==> config.mk <==
export PLATFORM = sky130hd
export DESIGN_NAME = tug_war_referee_flat
export DESIGN_NICKNAME = d
export VERILOG_FILES = /design/src/rtl/tug_war_referee_if.sv /design/src/rtl/tug_war_referee.sv /design/src/flat_wrapper.sv
export SDC_FILE = /design/constraint.sdc
export NUM_CORES = 1
export LEC_CHECK = 0
export CAP_MARGIN = 20
export CORE_MARGIN = 2
export CORE_UTILIZATION = 57
export CTS_CLUSTER_SIZE = 28
export DETAILED_ROUTE_END_ITERATION = 10
export PLACE_DENSITY = 0.81
export SYNTH_ARGS = -nofsm -noshare
export SYNTH_HDL_FRONTEND = slang
export SYNTH_SLANG_ARGS = --single-unit
==> constraint.sdc <==
create_clock -name clk -period 5.9 [get_ports clk]
set_input_delay 1.475 -clock clk [delete_from_list [all_inputs] [get_ports clk]]
set_output_delay 1.475 -clock clk [all_outputs]
set_load 0.005 [all_outputs]
==> src/rtl/tug_war_referee_if.sv <==
// Tug-of-war referee bus: player keys into the referee, display/score
// signals out of it.
//   key_l, key_r : player key levels, synchronous to clk
//   lights       : one-hot lit position, MSB is leftmost, zero while a win shows
//   score_l/_r   : rounds won per player
//   winner       : 10 left, 01 right, 00 none
//   play_again   : one-cycle restart pulse
//   match_over   : high while the match result is displayed
interface tug_war_referee_if #(
  parameter int NUM_LIGHTS = 9
);
  logic                  key_l;
  logic                  key_r;
  logic [NUM_LIGHTS-1:0] lights;
  logic [2:0]            score_l;
  logic [2:0]            score_r;
  logic [1:0]            winner;
  logic                  play_again;
  logic                  match_over;

  // master: key source / display sink
  modport master (
    output key_l, key_r,
    input  lights, score_l, score_r, winner, play_again, match_over
  );

  // slave: the referee itself
  modport slave (
    input  key_l, key_r,
    output lights, score_l, score_r, winner, play_again, match_over
  );
endinterface

==> src/rtl/tug_war_referee.sv <==
// Tug-of-war referee. Converts key rising edges into single-step moves of
// the lit position, detects a run-off at either end, keeps round scores,
// holds the win display for HOLD_CYCLES, then restarts with a one-cycle
// play_again pulse. After WIN_LIMIT round wins the match is frozen until
// both keys are held together.
//   clk   : system clock
//   reset : asynchronous, active-low
//   bus   : tug_war_referee_if slave modport (keys in, display out)
//
// state      | meaning
// PLAY       | keys move the light; run-off ends the round
// WIN_HOLD   | win display held, counter running down
// MATCH_OVER | match result frozen until both keys pressed together
module tug_war_referee #(
  parameter int NUM_LIGHTS  = 9,
  parameter int HOLD_CYCLES = 8,
  parameter int WIN_LIMIT   = 7
) (
  input  logic               clk,
  input  logic               reset,
  tug_war_referee_if.slave   bus
);

  localparam int PW = $clog2(NUM_LIGHTS);
  localparam int CW = (HOLD_CYCLES > 1) ? $clog2(HOLD_CYCLES) : 1;
  localparam logic [PW-1:0] POS_MAX  = PW'(NUM_LIGHTS - 1);
  localparam logic [PW-1:0] CENTER   = PW'(NUM_LIGHTS / 2);
  localparam logic [CW-1:0] CNT_INIT = CW'(HOLD_CYCLES - 1);
  localparam logic [2:0]    LIMIT    = 3'(WIN_LIMIT);

  typedef enum logic [1:0] {PLAY, WIN_HOLD, MATCH_OVER} state_t;

  state_t                state;
  logic [PW-1:0]         pos;
  logic [CW-1:0]         cnt;
  logic                  key_l_q, key_r_q;
  logic [NUM_LIGHTS-1:0] lights;
  logic [2:0]            score_l, score_r;
  logic [1:0]            winner;
  logic                  play_again, match_over;
  logic                  press_l, press_r;

  function automatic logic [NUM_LIGHTS-1:0] onehot(input logic [PW-1:0] p);
    onehot = {{(NUM_LIGHTS-1){1'b0}}, 1'b1} << p;
  endfunction

  assign press_l = bus.key_l & ~key_l_q;
  assign press_r = bus.key_r & ~key_r_q;

  always_ff @(posedge clk or negedge reset) begin
    if (!reset) begin
      state      <= PLAY;
      pos        <= CENTER;
      lights     <= onehot(CENTER);
      cnt        <= '0;
      key_l_q    <= 1'b0;
      key_r_q    <= 1'b0;
      score_l    <= 3'd0;
      score_r    <= 3'd0;
      winner     <= 2'b00;
      play_again <= 1'b0;
      match_over <= 1'b0;
    end else begin
      key_l_q    <= bus.key_l;
      key_r_q    <= bus.key_r;
      play_again <= 1'b0;
      case (state)
        PLAY: begin
          if (press_l && !press_r) begin
            if (pos == POS_MAX) begin
              score_l <= score_l + 3'd1;
              winner  <= 2'b10;
              lights  <= '0;
              cnt     <= CNT_INIT;
              state   <= WIN_HOLD;
            end else begin
              pos    <= pos + 1'b1;
              lights <= onehot(pos + 1'b1);
            end
          end else if (press_r && !press_l) begin
            if (pos == '0) begin
              score_r <= score_r + 3'd1;
              winner  <= 2'b01;
              lights  <= '0;
              cnt     <= CNT_INIT;
              state   <= WIN_HOLD;
            end else begin
              pos    <= pos - 1'b1;
              lights <= onehot(pos - 1'b1);
            end
          end
        end
        WIN_HOLD: begin
          if (cnt != '0) begin
            cnt <= cnt - 1'b1;
          end else if ((winner == 2'b10 && score_l == LIMIT) ||
                       (winner == 2'b01 && score_r == LIMIT)) begin
            state      <= MATCH_OVER;
            match_over <= 1'b1;
          end else begin
            state      <= PLAY;
            pos        <= CENTER;
            lights     <= onehot(CENTER);
            winner     <= 2'b00;
            play_again <= 1'b1;
          end
        end
        MATCH_OVER: begin
          // exit on levels, not presses: both keys simply held together
          if (bus.key_l && bus.key_r) begin
            state      <= PLAY;
            pos        <= CENTER;
            lights     <= onehot(CENTER);
            score_l    <= 3'd0;
            score_r    <= 3'd0;
            winner     <= 2'b00;
            match_over <= 1'b0;
            play_again <= 1'b1;
          end
        end
        default: state <= PLAY;
      endcase
    end
  end

  assign bus.lights     = lights;
  assign bus.score_l    = score_l;
  assign bus.score_r    = score_r;
  assign bus.winner     = winner;
  assign bus.play_again = play_again;
  assign bus.match_over = match_over;

endmodule

==> src/flat_wrapper.sv <==
// flat-port wrapper written by rule: the top's interface ports become plain ports
module tug_war_referee_flat 
#(
  parameter int NUM_LIGHTS  = 9,
  parameter int HOLD_CYCLES = 8,
  parameter int WIN_LIMIT   = 7
)
  (clk, reset, bus_key_l, bus_key_r, bus_lights, bus_score_l, bus_score_r, bus_winner, bus_play_again, bus_match_over);
  tug_war_referee_if #(.NUM_LIGHTS(NUM_LIGHTS)) bus_i ();
  input  logic clk;
  input  logic reset;
  input wire logic [$bits(bus_i.key_l)-1:0] bus_key_l;
  input wire logic [$bits(bus_i.key_r)-1:0] bus_key_r;
  output wire logic [$bits(bus_i.lights)-1:0] bus_lights;
  output wire logic [$bits(bus_i.score_l)-1:0] bus_score_l;
  output wire logic [$bits(bus_i.score_r)-1:0] bus_score_r;
  output wire logic [$bits(bus_i.winner)-1:0] bus_winner;
  output wire logic [$bits(bus_i.play_again)-1:0] bus_play_again;
  output wire logic [$bits(bus_i.match_over)-1:0] bus_match_over;
  assign bus_i.key_l = bus_key_l;
  assign bus_i.key_r = bus_key_r;
  assign bus_lights = bus_i.lights;
  assign bus_score_l = bus_i.score_l;
  assign bus_score_r = bus_i.score_r;
  assign bus_winner = bus_i.winner;
  assign bus_play_again = bus_i.play_again;
  assign bus_match_over = bus_i.match_over;
  tug_war_referee #(.NUM_LIGHTS(NUM_LIGHTS), .HOLD_CYCLES(HOLD_CYCLES), .WIN_LIMIT(WIN_LIMIT)) u_core (.clk(clk), .reset(reset), .bus(bus_i));
endmodule
==> results of run 1 <==
==> worst max path at each step <==
stage / to / cells past startpoint / from
floorplan: u_core.bus.winner[0]$_DFFE_PN0P_ / 6 / bus_key_l
global placement: u_core.pos[3]$_DFFE_PN0P_ / 6 / bus_key_l
detailed placement: u_core.pos[0]$_DFFE_PN0P_ / 6 / bus_key_l
CTS: u_core.pos[0]$_DFFE_PN0P_ / 6 / bus_key_l
global route: u_core.pos[0]$_DFFE_PN0P_ / 6 / bus_key_l
finish: u_core.pos[0]$_DFFE_PN0P_ / 6 / bus_key_l
==> metrics by stage <==
| stage | util | total power [mW] | setup slack [ns] | hold WS (ns) |
|---|---|---|---|---|
| floorplan | - | 0.780 | 3.03 | 0.490 |
| global placement | 0.661 | 0.931 | 1.66 | 0.505 |
| detailed placement | 0.661 | 0.974 | 1.51 | 0.509 |
| CTS | 0.679 | 1.10 | 1.88 | 0.536 |
| global route | 0.679 | 1.19 | 1.63 | 0.567 |
| finish | 0.679 | 1.10 | 1.85 | 0.537 |
==> per-layer routing <==
| metal | track usage | up-vias | wire length [um] |
|---|---|---|---|
| met3 | 0.0577 | 8 | 129 |
| met5 | 0 | - | 0 |
| met4 | 0.103 | 0 | 105 |
| met2 | 0.434 | 32 | 2220 |
| met1 | 0.269 | 759 | 1710 |
| li1 | - | 747 | - |
==> cell usage in the layout, fill, tap and decap left out, types with 5 or more instances in the layout <==
cell,netlist,final
sky130_fd_sc_hd__clkbuf_4,0,5
sky130_fd_sc_hd__ha_1,16,16
sky130_fd_sc_hd__a22oi_1,9,9
sky130_fd_sc_hd__and3_1,6,6
sky130_fd_sc_hd__dfrtp_1,28,28
sky130_fd_sc_hd__inv_1,15,15
sky130_fd_sc_hd__mux2_2,5,5
sky130_fd_sc_hd__a21oi_1,16,16
sky130_fd_sc_hd__o21ai_0,6,6
sky130_fd_sc_hd__clkdlybuf4s50_1,0,22
sky130_fd_sc_hd__nor2_1,15,15
sky130_fd_sc_hd__nor2b_1,8,8
sky130_fd_sc_hd__nand2_1,8,8
==> power by group <==
group | internal, mW | leakage, nW | total [mW] | switching [mW]
logic | 0.297 | 0.599 | 0.604 | 0.308
clock network | 0.0577 | 0.0353 | 0.131 | 0.0733
registers | 0.287 | 0.371 | 0.368 | 0.0814
==> final cells by class <==
class,instances,area share
Inverter,15,0.0248
Sequential cell,30,0.332
Clock inverter,1,0.00221
Tap cell,46,0.0254
Timing Repair Buffer,23,0.100
Clock buffer,7,0.0243
Multi-Input combinational cell,143,0.490
==> worst max-delay path, delay by kind of cell <==
family	cells	cell delay, ns
AOI/OAI and AO/OA	2	1.26
buffers and inverters	1	0.52
and+or+nand+nor	1	0.46
muxes	1	0.37
xor gates and xnor gates	1	0.18
==> state kept, by name, indices dropped and copies added (netlist names) <==
signal,cells
u_core.bus.lights,9
u_core.pos,4
u_core.bus.score_l,3
u_core.bus.score_r,3
u_core.cnt,3
u_core.bus.winner,2
u_core.state,2
u_core.bus.match_over,1
u_core.bus.play_again,1
u_core.key_l_q,1
u_core.key_r_q,1
==> cell families after synthesis <==
| kind of cell | count (synthesis) |
|---|---|
| DFF | 30 |
| AOI/OAI and AO/OA | 53 |
| buffers and inverters | 24 |
| adders and majority gates | 16 |
| and+or+nand+nor | 57 |
| muxes | 12 |
| xor gates and xnor gates | 5 |
==> results.md, run 1 <==
- Setup repair after global routing left no endpoint under its margin.
- Fill cells in the final layout number 273.
- Setup violations remaining at the end of the flow were counted as 0.
- The final critical delay including setup and external delays is 4.05 ns.
- The endpoint arrival time on the critical path is 4.26 ns.
- The average wire per cell in the routed design is 15.7 um.
- The flow ran to the end, and the final reports show no timing, DRC or antenna violations.
- The area enclosed by the die boundary is 0.00395 sq mm.
- By count the netlist is led by sky130_fd_sc_hd__dfrtp_1, sky130_fd_sc_hd__a21oi_1, sky130_fd_sc_hd__ha_1, sky130_fd_sc_hd__inv_1, sky130_fd_sc_hd__nor2_1.
- The leading area contributor after synthesis is sky130_fd_sc_hd__dfrtp_1.
- The wire length of the first global-routing pass is 7330 um.
- For this run, the total global-route usage over all layers was measured as 0.241.
- The critical path goes through clkdlybuf4s50_1 -> nor2b_1 -> xor2_1 -> a2111oi_4 -> o21ai_2 -> mux2_4.
- The area growth from synthesis to layout is 14.7%.
- The region available for standard cell placement spans 0.00334 sq mm.
- The endpoint of the worst register-to-register path is u_core.pos[0]$_DFFE_PN0P_.
- Max-cap violations in this run came to 0.
- The finished layout holds 265 standard cells, fillers aside.
- The critical path is of the in -> reg type.
- The worst setup path is captured at a flip-flop.
- The number of nets in the synthesized netlist is 217.
- STA classifies the critical path startpoint as a primary input.
- The post-synthesis area per instance is around 10 sq um.
- The multiplexer fraction of the synthesized cell area is 0.0697.
- The xor/xnor cell area share of the yosys netlist is 0.0222.
- After routing, the total negative slack on setup checks comes to 0 ns.
- Summing over every cut layer, the via total after detailed routing is 1546.
- The DRC marker count from the first detailed-route iteration is 101.
- The tightest min-delay check is of the reg -> reg type.
- For flop-to-flop paths, the worst setup slack is about 2.9 ns.
- Across the VDD grid, the largest voltage drop is 0.000272 V.
- The final wirelength is 4160 um.
- The power density over the cells is roughly 490 mW/mm^2.
- Entering global routing, the biggest net connects 31 pins.
- Counting instances, the worst hold path has a depth of 2.
- Once detail routing completed, the nets flagged for antenna violations numbered 0.
- Clock-pin slew was measured on the worst setup and hold paths at ~0.10 ns.
- The clock latency at the later pin of the worst-skew pair is 0.34 ns.
- At the pin with the least slew margin, the transition time is 1.05 ns.
- After synthesis, the largest family of logic cells by area is compound AO/OA/AOI/OAI gates.
- For this run, the number of Yosys warnings is 0.
- After detailed routing, the number of vias per cell comes to 5.83.
- The number of remaining DRC errors is 0.
- Of the total synthesized cell area, the portion taken by AND, OR, NAND and NOR gates is 0.162.
- Of the post-synthesis cell area, the dominant cell type holds 0.355.
- The start point of the worst hold path is u_core.bus.lights[7]$_DFFE_PN0P_.
- The count of final hold-check violations came to 0.
- The total number of clock tree sinks is 30.
- Summing every instance area after synthesis gives 0.00198 sq mm.
- The number of max-slew violations in the final report was 0.
- Synthesis instantiated 47 different standard cells from the library.
- TritonCTS built the clock tree.
- The die extent in y is 62.9 um.
- Synthesis inferred 30 register bits.
- The slowest stage of the critical path belongs to the cell sky130_fd_sc_hd__a2111oi_4.
- The number of flops mapped to enable cells by yosys is 0.
- Summing all multi-input logic gate instances after layout gives between 0.001 and 0.0015 sq mm.
- The die is approximately 63 um wide.
- The via count of the first global-routing pass is roughly 1600.
- The share of the synthesized area in compound gates (AO/OA/AOI/OAI) was 0.207.
- The worst slew margin relative to its limit is 0.298.
- In this run, post-CTS repair resized a total of 0 instances.
- The async set-reset flop share out of synthesis is 1.00.
- In this run the worst path has a maximum fanout of 20.
- The fraction of the yosys area taken by sequential cells is 0.381.
- In this run the critical register-to-register path is launched from u_core.bus.score_l[0]$_DFFE_PN0P_.
- In this run the deepest clock path goes through 2 buffers.
- After floorplanning, the core was divided into 21 placement rows.
- The data required time of the critical path is approximately 6 ns.
- The number of antenna violations at the first check in global routing is 0.
- Clock skew on the completed layout was measured at around 0.015 ns.
- Of the total synthesized cell area, the portion taken by full adders, half adders and majority gates is 0.101.
- Registers take around 750 sq um.
- After detailed placement, the total cell area comes to 0.00221 sq mm.
- The final instance area is between 0.002 and 0.0025 sq mm.
- After clock tree synthesis, the setup repair step added 0 buffers.
- The count of hold-fix buffers inserted at cts is 0.
- Among all flip-flop cells after synthesis, the most frequent one is sky130_fd_sc_hd__dfrtp_1.
- Global routing finished with a remaining overflow of 0.
- In this run the tool buffered the top-level ports with 22 buffer cells.
- The end point of the worst hold path is u_core.bus.lights[7]$_DFFE_PN0P_.
- TritonCTS created 5 clock buffers.
- In the final layout, the share of cells above drive strength 1 is 0.123.
- The delay contributed by the slowest stage of the critical path is 1.00 ns.
- Yosys instantiated no cell more often than sky130_fd_sc_hd__dfrtp_1.
- The clock tree synthesis step divided the H-tree into 2 levels.
- The starting density of the core is 0.592.
- The number of antenna diodes in the final layout is 0.
- The instance count after placement with tap cells included is approximately 260.
- The path depth of the worst reg2reg path is 7.
- The buffer type at the clock tree root is sky130_fd_sc_hd__clkbuf_4.
- Ranked by total cell area, the synthesized netlist is headed by sky130_fd_sc_hd__dfrtp_1, sky130_fd_sc_hd__ha_1, sky130_fd_sc_hd__a21oi_1.
- The post-route fraction of the period consumed by the critical path is 0.686.
- The post-DP HPWL is 3160 um.
- In this run the count of I/O pins placed on the die edge is 23.
- The pre-antenna-repair detailed-routing pass consisted of 4 iterations.
- Summed over all cells, the static leakage comes to 1.01 nW.
- Routability-driven placement finished with a final weighted congestion of 0.825.
- At the end of the flow, the number of nets in the layout was 238.
- The cell count after synthesis is between 150 and 200.
- Derived from the worst setup path, the maximum achievable clock frequency is about 250 MHz.
Power figures use the tool's default switching activity.
==> run 2: changes to the inputs <==
--- a/config.mk
+++ b/config.mk
@@ -7,10 +7,10 @@
 export LEC_CHECK = 0
 export CAP_MARGIN = 20
 export CORE_MARGIN = 2
-export CORE_UTILIZATION = 57
+export CORE_UTILIZATION = 50
 export CTS_CLUSTER_SIZE = 28
 export DETAILED_ROUTE_END_ITERATION = 10
-export PLACE_DENSITY = 0.81
+export PLACE_DENSITY = 0.75
 export SYNTH_ARGS = -nofsm -noshare
 export SYNTH_HDL_FRONTEND = slang
 export SYNTH_SLANG_ARGS = --single-unit
==> constraint.sdc (replaced) <==
create_clock -name clk -period 3.5 [get_ports clk]
set_input_delay 0.875 -clock clk [delete_from_list [all_inputs] [get_ports clk]]
set_output_delay 0.875 -clock clk [all_outputs]
set_load 0.005 [all_outputs]
==> run 2 against run 1 <==
Register-to-register slack got worse by 1.8 ns. Global-route usage fell by 3.2 points. Setup slack got worse by 1.3 ns. Utilization fell by 6.3 points. Sequential share of layout area fell by 0.59 points. Cell count rose by 1.1%. Clock power rose by 120%. Clock skew fell by 0.0059 ns. Critical path depth rose by 1. Die area rose by 13%. Sequential power rose by 67%. Largest cell class unchanged.
==> results.md, run 2 (synthesis gave the netlist of run 1 again) <==
- The run finished with clean final reports.
- The floorplan row count came to 22 (+4.8%).
- The average wire per cell in the routed design came to 14.8 um (-6.1%).
- The total number of clock tree sinks came to 30 (unchanged).
- The DRC marker count from the first detailed-route iteration is 107 (+5.9%).
- The clock latency at the later pin of the worst-skew pair is 0.28 ns (-0.06 ns).
- The launch point of the worst path is bus_key_l.
- The worst hold-check path type is reg -> reg.
- The area growth from synthesis to layout is 16.8%.
- The post-detailed-route count of antenna-violating nets came to 0 (unchanged).
- The post-route fraction of the period consumed by the critical path is 0.828.
- The final wirelength is 3960 um (-5.0%).
- The CTS clock-pin slew for the worst setup and hold paths is 0.06 ns (-0.04 ns).
- The number of setup violations in the final report came to 0 (unchanged).
- The wire length of the first global-routing pass is 6840 um (-6.7%).
- The instance count after placement with tap cells included is 260 (+1.2%).
- The count of nets after finishing is 239 (+0.42%).
- Timing would allow up to 345 MHz.
- The post-cts gate resize count is 0 (unchanged).
- The buffer type at the clock tree root is sky130_fd_sc_hd__clkbuf_8.
- The flip-flop count of the largest register after layout is 9 (unchanged).
- The number of vias after detailed routing came to 1491 (-3.6%).
- The buffer count from post-CTS setup fixing came to 0 (unchanged).
- The overall die width is 66.9 um (+6.3%).
- The number of antenna violations at the first check in global routing is 0 (unchanged).
- The post-route setup TNS is 0 ns (unchanged).
- The count of final hold-check violations is 0 (unchanged).
- The overall power after layout is 1.91 mW (+73%).
- The starting density of the core was 0.528 (-0.0643).
- The final instance area is 0.00231 sq mm (+1.8%).
- The total of buffers placed on input and output ports is 22 (unchanged).
- The maximum vdd drop was 0.000418 V (+53%).
- The total of fill cells in the finished design is 337 (+23%).
- The final standard cell count with taps included and fillers excluded is 268 (+1.1%).
- Leaving out fill and tap cells, the most frequent cell in the layout is sky130_fd_sc_hd__dfrtp_1.
- The register name with the most flops is u_core.bus.lights.
- The startpoint-to-endpoint class of the critical path is in -> reg.
- The library cells used most frequently in the layout, excluding fill and tap cells, are sky130_fd_sc_hd__dfrtp_1, sky130_fd_sc_hd__clkdlybuf4s50_1, sky130_fd_sc_hd__a21oi_1, sky130_fd_sc_hd__ha_1.
- In the final layout, the registers with the most flip-flops are u_core.bus.lights x9, u_core.pos x4.
- The share of layout cells above drive strength 1 came to 0.127 (+0.00399).
- The power density over the cells is 828 mW/mm^2 (+70%).
- The data required time of the critical path is 3.69 ns (-2.43 ns).
- The total cell area at the placement stage is 0.00222 sq mm (+0.45%).
- The detailed-routing iteration count for the pre-antenna-repair pass is 4 (unchanged).
- The count of hold-fix buffers inserted at cts is 0 (unchanged).
- The biggest fanout along the worst timing path is 19 (-5.0%).
- The type of element capturing the critical path is a flip-flop.
- The number of remaining DRC errors is 0 (unchanged).
- The area of the core is 0.00374 sq mm (+12%).
- The average via count per standard cell is 5.56 (-4.6%).
- The count of H-tree levels built during CTS is 2 (unchanged).
- The total clock buffers created by CTS was 5 (unchanged).
- The final hold slack is 0.510 ns (-0.0269 ns).
- The final weighted congestion of routability-driven global placement is 0.829 (+0.55%).
- STA classifies the critical path startpoint as a primary input.
- After layout, the minimum clock period comes to a little under 3 ns.
- Setup repair after global routing left no endpoint under its margin.
- The total global-route track usage is 0.209 (-0.0315).
- The final worst-path setup slack is 0.601 ns (-1.25 ns).
- The maximum number of pins on one net before global-route repair is 31 (unchanged).
- The number of violations of the max-capacitance limit is 0 (unchanged).
- The number of max-slew violations in the final report is 0 (unchanged).
- The worst setup timing slack at the placement stage came to 0.335 ns (-1.18 ns).
- In this run the most critical hold path is launched from u_core.bus.lights[4]$_DFFE_PN1P_.
- The final worst clock skew is 0.00936 ns (-0.00592 ns).
- TritonCTS built the clock tree.
- The leakage dissipation came to 1.02 nW (+1.8%).
- The area enclosed by the die boundary is 0.00447 sq mm (+13%).
- The number of buffers on the longest clock path is 2 (unchanged).
- The antenna diode count is 0 (unchanged).
- The via count of the first global-routing pass is 1428 (-8.9%).
- The slew of the pin with the lowest slew margin came to 0.586 ns (-0.468 ns).
- The endpoint arrival time on the critical path is 3.09 ns (-1.17 ns).
- The die extent in y is 66.9 um (+6.3%).
- The final cell utilization of the core is 0.616 (-0.0627).
- The worst slew margin relative to its limit is 0.609 (+0.312).
- The number of placed I/O pins is 23 (unchanged).
- The aggregate global routing overflow came to 0 (unchanged).
- The post-DP HPWL is 2830 um (-11%).
- The launch instance of the worst register-to-register path is u_core.pos[0]$_DFFE_PN0P_.
==> run 2: cell count changes in the layout (fill, tap and decap cells not counted) <==
cell / previous run / this run
sky130_fd_sc_hd__clkbuf_4: 5 / 0
sky130_fd_sc_hd__clkbuf_8: 1 / 6
sky130_fd_sc_hd__buf_4: 1 / 2
==> run 2: path summary, 6_finish.rpt <==
path	to	slack [ns]	depth (start not counted)
worst max-delay path	u_core.pos[2]$_DFFE_PN1P_	0.60	7
worst min register to register	u_core.bus.lights[4]$_DFFE_PN1P_	0.51	2
max in group asynchronous	u_core.bus.lights[4]$_DFFE_PN1P_	2.19	2
worst max register to register	u_core.bus.winner[0]$_DFFE_PN0P_	1.10	6
min in group asynchronous	u_core.state[0]$_DFFE_PN0P_	0.98	2
worst min-delay path	u_core.bus.lights[4]$_DFFE_PN1P_	0.51	2
==> run 2: metal layers <==
metal  part of all wire  global-route usage
met5                  0                   0
met4              0.019              0.0867
met3              0.048              0.0490
met2               0.44               0.323
met1               0.49               0.281
==> run 2: area by class of cell <==
| class | count | area (sq um) | area share |
|---|---|---|---|
| Multi-Input combinational cell | 143 | 1110 | 0.482 |
| Sequential cell | 30 | 753 | 0.326 |
| Timing Repair Buffer | 24 | 235 | 0.102 |
| Clock buffer | 7 | 86.3 | 0.0374 |
| Tap cell | 48 | 60.1 | 0.0260 |
| Inverter | 15 | 56.3 | 0.0244 |
| Clock inverter | 1 | 5.00 | 0.00217 |
==> run 2: power by group <==
part	switching (mW)	leakage [nW]	internal (mW)	total (mW)
Clock	0.131	0.0482	0.158	0.289
Sequential	0.131	0.371	0.485	0.616
Combinational	0.504	0.604	0.502	1.01
==> run 2: worst max-delay path, cell delays in order <==
cell                              delay, ns
sky130_fd_sc_hd__clkdlybuf4s50_1       0.52
sky130_fd_sc_hd__nor2b_1               0.49
sky130_fd_sc_hd__xor2_1                0.19
sky130_fd_sc_hd__a2111oi_4             0.42
sky130_fd_sc_hd__buf_4                 0.29
sky130_fd_sc_hd__nor4b_4               0.24
sky130_fd_sc_hd__a221oi_2              0.06
